<file path="src/rtl/mod_updown_counter_if.sv">
// mod_updown_counter_if: control inputs (en/up_dn/clear/load/load_val) and count outputs (q/q_gray/tc/wrap/done) of the counter
interface mod_updown_counter_if #(
  parameter int WIDTH = 4
);
  logic en;
  logic up_dn;
  logic clear;
  logic load;
  logic [WIDTH-1:0] load_val;
  logic [WIDTH-1:0] q;
  logic [WIDTH-1:0] q_gray;
  logic tc;
  logic wrap;
  logic done;
  modport master (
    output en, up_dn, clear, load, load_val,
    input q, q_gray, tc, wrap, done
  );
  modport slave (
    input en, up_dn, clear, load, load_val,
    output q, q_gray, tc, wrap, done
  );
endinterface

</file>
<file path="src/rtl/mod_updown_counter.sv">
// mod_updown_counter: modulus up/down counter with clamped load, clear and one-shot; ports clk, rst (async active-low), bus (slave: en/up_dn/clear/load/load_val in, q/q_gray/tc/wrap/done out)
module mod_updown_counter #(
  parameter int WIDTH = 4,
  parameter longint MODULUS = 16,
  parameter bit ONESHOT = 1'b0
) (
  input logic clk,
  input logic rst,
  mod_updown_counter_if.slave bus
);
  localparam logic [WIDTH-1:0] top_val = WIDTH'(MODULUS - 1);
  logic [WIDTH-1:0] q, q_gray, q_nxt, step_val, ld_val;
  logic wrap, done, at_end, cnt, hit;
  always_comb begin
    at_end = bus.up_dn ? (q == top_val) : (q == '0);
    cnt = bus.en && !done;
    hit = cnt && at_end;
    step_val = bus.up_dn ? (at_end ? '0 : q + WIDTH'(1)) : (at_end ? top_val : q - WIDTH'(1));
    ld_val = (bus.load_val > top_val) ? top_val : bus.load_val;
    q_nxt = bus.clear ? '0 : bus.load ? ld_val : (cnt && !(hit && ONESHOT)) ? step_val : q;
  end
  always_ff @(posedge clk or negedge rst)
    if (!rst) begin
      q <= '0;
      q_gray <= '0;
      wrap <= 1'b0;
      done <= 1'b0;
    end else begin
      q <= q_nxt;
      q_gray <= q_nxt ^ (q_nxt >> 1);
      wrap <= !bus.clear && !bus.load && hit && !ONESHOT;
      done <= (bus.clear || bus.load) ? 1'b0 : (done || (hit && ONESHOT));
    end
  assign bus.q = q;
  assign bus.q_gray = q_gray;
  assign bus.tc = at_end;
  assign bus.wrap = wrap;
  assign bus.done = done;
endmodule

</file>
<file path="src/flat_wrapper.sv">
// flat-port wrapper written by rule: the top's interface ports become plain ports
module mod_updown_counter_flat 
#(
  parameter int WIDTH = 4,
  parameter longint MODULUS = 16,
  parameter bit ONESHOT = 1'b0
)
  (clk, rst, bus_en, bus_up_dn, bus_clear, bus_load, bus_load_val, bus_q, bus_q_gray, bus_tc, bus_wrap, bus_done);
  mod_updown_counter_if #(.WIDTH(WIDTH)) bus_i ();
  input logic clk;
  input logic rst;
  input wire logic [$bits(bus_i.en)-1:0] bus_en;
  input wire logic [$bits(bus_i.up_dn)-1:0] bus_up_dn;
  input wire logic [$bits(bus_i.clear)-1:0] bus_clear;
  input wire logic [$bits(bus_i.load)-1:0] bus_load;
  input wire logic [$bits(bus_i.load_val)-1:0] bus_load_val;
  output wire logic [$bits(bus_i.q)-1:0] bus_q;
  output wire logic [$bits(bus_i.q_gray)-1:0] bus_q_gray;
  output wire logic [$bits(bus_i.tc)-1:0] bus_tc;
  output wire logic [$bits(bus_i.wrap)-1:0] bus_wrap;
  output wire logic [$bits(bus_i.done)-1:0] bus_done;
  assign bus_i.en = bus_en;
  assign bus_i.up_dn = bus_up_dn;
  assign bus_i.clear = bus_clear;
  assign bus_i.load = bus_load;
  assign bus_i.load_val = bus_load_val;
  assign bus_q = bus_i.q;
  assign bus_q_gray = bus_i.q_gray;
  assign bus_tc = bus_i.tc;
  assign bus_wrap = bus_i.wrap;
  assign bus_done = bus_i.done;
  mod_updown_counter #(.WIDTH(WIDTH), .MODULUS(MODULUS), .ONESHOT(ONESHOT)) u_core (.clk(clk), .rst(rst), .bus(bus_i));
endmodule
</file>
<file path="config.mk">
export PLATFORM = sky130hd
export DESIGN_NAME = mod_updown_counter_flat
export DESIGN_NICKNAME = d
export VERILOG_FILES = /design/src/rtl/mod_updown_counter_if.sv /design/src/rtl/mod_updown_counter.sv /design/src/flat_wrapper.sv
export SDC_FILE = /design/constraint.sdc
export NUM_CORES = 1
export LEC_CHECK = 0
export CORE_MARGIN = 1
export CORE_UTILIZATION = 38
export CTS_CLUSTER_DIAMETER = 80
export DETAILED_ROUTE_END_ITERATION = 8
export PLACE_DENSITY_LB_ADDON = 0.05
export SETUP_SLACK_MARGIN = 0.3
export SYNTH_ARGS = -nofsm -noshare
export SYNTH_HDL_FRONTEND = slang
export SYNTH_SLANG_ARGS = --single-unit
</file>
<file path="constraint.sdc">
create_clock -name clk -period 1.88 [get_ports clk]
set_input_delay 0.376 -clock clk [delete_from_list [all_inputs] [get_ports clk]]
set_output_delay 0.376 -clock clk [all_outputs]
set_load 0.005 [all_outputs]
</file>
==> out/summary.log, run 1 <==
qor: run_status.run_status finished, final reports clean
qor: route.totalWireLength 1490 um
qor: cts.cts.root.buffer_cell sky130_fd_sc_hd__clkbuf_4
qor: layout.count_of_antenna_diodes_in_the_layout 0
qor: yosys.synthDominantCellAreaShare 34.6%
qor: global_route.grt_first_pass_wirelength 2190 um
qor: timing.achievable-frequency 561 MHz
qor: yosys.synth.ff_latch_count 8
qor: setup_path.critical_path.endpoint_type output port
qor: cts.skew_pair_late_insertion_delay 250 ps
qor: yosys.synth_cells 58
qor: floorplanning.ios 21
qor: placement.dp_hpwl 1090 um
qor: placement.dpl.cell_count 99
qor: cts.cts.sink_count 8
qor: timing.fin_skew 4.31 ps
qor: route.dr.first_iter.drc_count 9
qor: cts.postCtsHoldBufs 0
qor: route.drt-wirelength-per-cell 13.2 um
qor: yosys.fraction_of_the_yosys_area_taken_by_sequential_cells 34.6%
qor: yosys.ys_types 32
qor: yosys.synth_warnings 0
qor: cts.cts.reportedPaths.clkPinSlew 50 ps
qor: timing.finalHoldViolations 0
qor: global_route.grt_max_degree 9
qor: layout.layout-drive-gt1-share 41.8%
qor: cts.clock_tree_from_tritoncts yes
qor: floorplanning.placeableCoreArea 1350 um^2
qor: layout.finish.cell_count_without_fillers 113
qor: cts.ctsHtreeMaxLevel 1
qor: floorplanning.dieArea 1680 um^2
qor: power.comb_power_share 43.4%
qor: power.leakagePower 0.522 nW
qor: floorplanning.fp-row-count 13
qor: cts.numCtsBuffers 3
qor: route.detailedRoute.firstPassIterationCount 4
qor: cts.buffer_levels_on_the_longest_clock_path 2
qor: min_path.worst_hold_path_type in2async
qor: timing.timing.final.setup_violations 0
qor: power.p_sw 0.160 mW
qor: global_route.groute.usage.overall 21.2%
qor: floorplanning.die_y 41 um
qor: timing.fin_setup_tns 0 ps
qor: floorplanning.starting_density_of_the_core 42.8%
qor: layout.layout.nets 112
qor: power.power.sequential.fraction 34.6%
qor: timing.finalCritPeriodShare 94.8%
qor: timing.finalCriticalPeriod 1780 ps
qor: yosys.ys_top_cells_by_count 8 x sky130_fd_sc_hd__dfrtp_1, 7 x sky130_fd_sc_hd__inv_1, 4 x sky130_fd_sc_hd__buf_4
qor: power.max-vdd-ir-drop 622 uV
qor: layout.area_growth_syn_to_layout 75.3%
qor: yosys.netlist_area 578 um^2
qor: timing.setup_repair_after_global_routing_missed_its_margin yes
qor: route.route.antenna.remaining_nets 0
qor: power.internal_power 0.417 mW
qor: yosys.synth-edff-count 0
qor: route.vias 564
qor: route.via_per_inst 4.99
qor: power.post-layout-total-power 0.578 mW
qor: yosys.netlist_top_cells_area sky130_fd_sc_hd__dfrtp_1 35%, sky130_fd_sc_hd__buf_4 5.2%, sky130_fd_sc_hd__a221oi_4 4.5%
qor: placement.place.port_buffers 19
qor: setup_path.cp-start-kind flip-flop
qor: placement.gpl.final_weighted_congestion 0.706
qor: run.cap_violations 0
qor: power.switching_share_of_total_power 27.8%
qor: global_route.grt_antenna_before_repair 0
qor: setup_path.timing_worst_setup_path_type reg2out
qor: timing.fin_hold_ws 396 ps
qor: route.drc 0
qor: setup_path.worst-endpoint-required 1500 ps
qor: power.power.density 570 nW/um^2
qor: yosys.ys_dominant_reg_cell sky130_fd_sc_hd__dfrtp_1
qor: yosys.synthMostInstantiatedCell sky130_fd_sc_hd__dfrtp_1
qor: yosys.synth_area_leader_cell sky130_fd_sc_hd__dfrtp_1
qor: power.clock_power_share 22.0%
qor: floorplanning.die_width 41 um
qor: setup_path.rrSetupSlack 100 ps
qor: global_route.grt_pass1_vias 512
qor: timing.final-max-slew-violation-count 0
qor: setup_path.cp_max_fo 3
qor: yosys.synthesis.area_per_instance 9.97 um^2
qor: yosys.ys_async_sr_fraction 100%
qor: global_route.global_route.overflow_total 0
qor: setup_path.worstPathArrival 1410 ps
qor: yosys.syn_nets 70
## layout by cell type (no fill, tap or decap), types with 2 or more instances in the layout
| cell | count |
|---|---|
| sky130_fd_sc_hd__buf_6 | 6 |
| sky130_fd_sc_hd__dlymetal6s2s_1 | 3 |
| sky130_fd_sc_hd__inv_1 | 6 |
| sky130_fd_sc_hd__nor2_1 | 3 |
| sky130_fd_sc_hd__o21ai_2 | 3 |
| sky130_fd_sc_hd__dfrtp_1 | 8 |
| sky130_fd_sc_hd__clkbuf_4 | 3 |
| sky130_fd_sc_hd__clkdlybuf4s50_1 | 12 |
| sky130_fd_sc_hd__a21oi_1 | 3 |
| sky130_fd_sc_hd__mux2i_1 | 2 |
| sky130_fd_sc_hd__buf_4 | 16 |
| sky130_fd_sc_hd__xnor2_1 | 3 |
| sky130_fd_sc_hd__dlygate4sd2_1 | 3 |
## path summary, 6_finish.rpt
path	startpoint	to	depth (start not counted)
min	rst	u_core.bus.q_gray[2]	1
min in group clk	bus_load_val[0]	u_core.bus.q[0]	3
max	u_core.bus.q[0]	bus_tc	4
max in group asynchronous	rst	u_core.bus.q[1]	1
max reg2reg	u_core.bus.q[0]	u_core.bus.q_gray[0]	8
min reg2reg	u_core.bus.q[2]	u_core.bus.wrap	3
## critical path, stage by stage, from the launching register on
cell,delay [ps]
sky130_fd_sc_hd__dfrtp_1,410
sky130_fd_sc_hd__ha_2,210
sky130_fd_sc_hd__and3_4,170
sky130_fd_sc_hd__a22o_2,250
sky130_fd_sc_hd__buf_2,120
## metal layers
metal / vias up / global-route usage (%) / part of all wire, %
met3: 2 / 8.15 / 6.0
met2: 21 / 35.2 / 53
met4: 0 / 5.00 / 1.2
met1: 262 / 25.5 / 40
li1: 279 / - / -
met5: - / 0 / 0
## repair_timing
action | CTS | global route
pin swaps | 4 | 2
endpoints found under the setup margin | 11 | 10
endpoints found under the hold margin | 0 | 0
setup buffers | 7 | 4
cloned | 0 | 0
gates resized for setup | 13 | 6
## state kept, by name, indices dropped and copies added (netlist names)
| signal | count |
|---|---|
| u_core.bus.q | 4 |
| u_core.bus.q_gray | 3 |
| u_core.bus.wrap | 1 |
## power groups by stage
stage / combinational (mW) / clock (mW) / sequential, mW
2_1_floorplan: 0.102 / 0 / 0.207
3_3_place_gp: 0.209 / 0 / 0.203
3_5_place_dp: 0.211 / 0 / 0.204
4_1_cts: 0.236 / 0.133 / 0.201
5_1_grt: 0.274 / 0.140 / 0.202
6_report: 0.251 / 0.127 / 0.200
## final cells by class
cell class	count	area, um^2
tap	15	18.8
inverter	7	28.8
timing repair buffer	42	397
fill	102	337
multi-input combinational	38	347
sequential	8	200
clock buffer	3	22.5
## per-stage QoR
stage | setup WS (ps) | instance area (um^2) | utilization (%)
2_1_floorplan | 141 | 602 | -
3_3_place_gp | -176 | 862 | 63.9
3_5_place_dp | -227 | 862 | 63.9
4_1_cts | 105 | 962 | 71.3
5_1_grt | 16.7 | 1010 | 75.1
6_report | 98.2 | 1010 | 75.1
## cell families (layout without fill, tap and decap cells)
kind of cell             after synthesis  count (layout)  share of synthesized area (%)
AND/OR/NAND/NOR                       12              12                           13.9
flip-flops                             8               8                           34.6
other                                  1               1                          0.649
buffers and inverters                 12              52                           10.6
adder cells (fa/ha/maj)                2               2                           4.33
AO/OA/AOI/OAI                         16              16                           23.8
multiplexers                           3               3                           6.06
XOR/XNOR                               4               4                           6.06
(Power assumes the default switching activity.)
==> run 2, diff against run 1 <==
CTS_CLUSTER_SIZE = 10   (was unset)
==> results of run 2 <==
Final layout, timing and power as in run 1 (identical DEF).
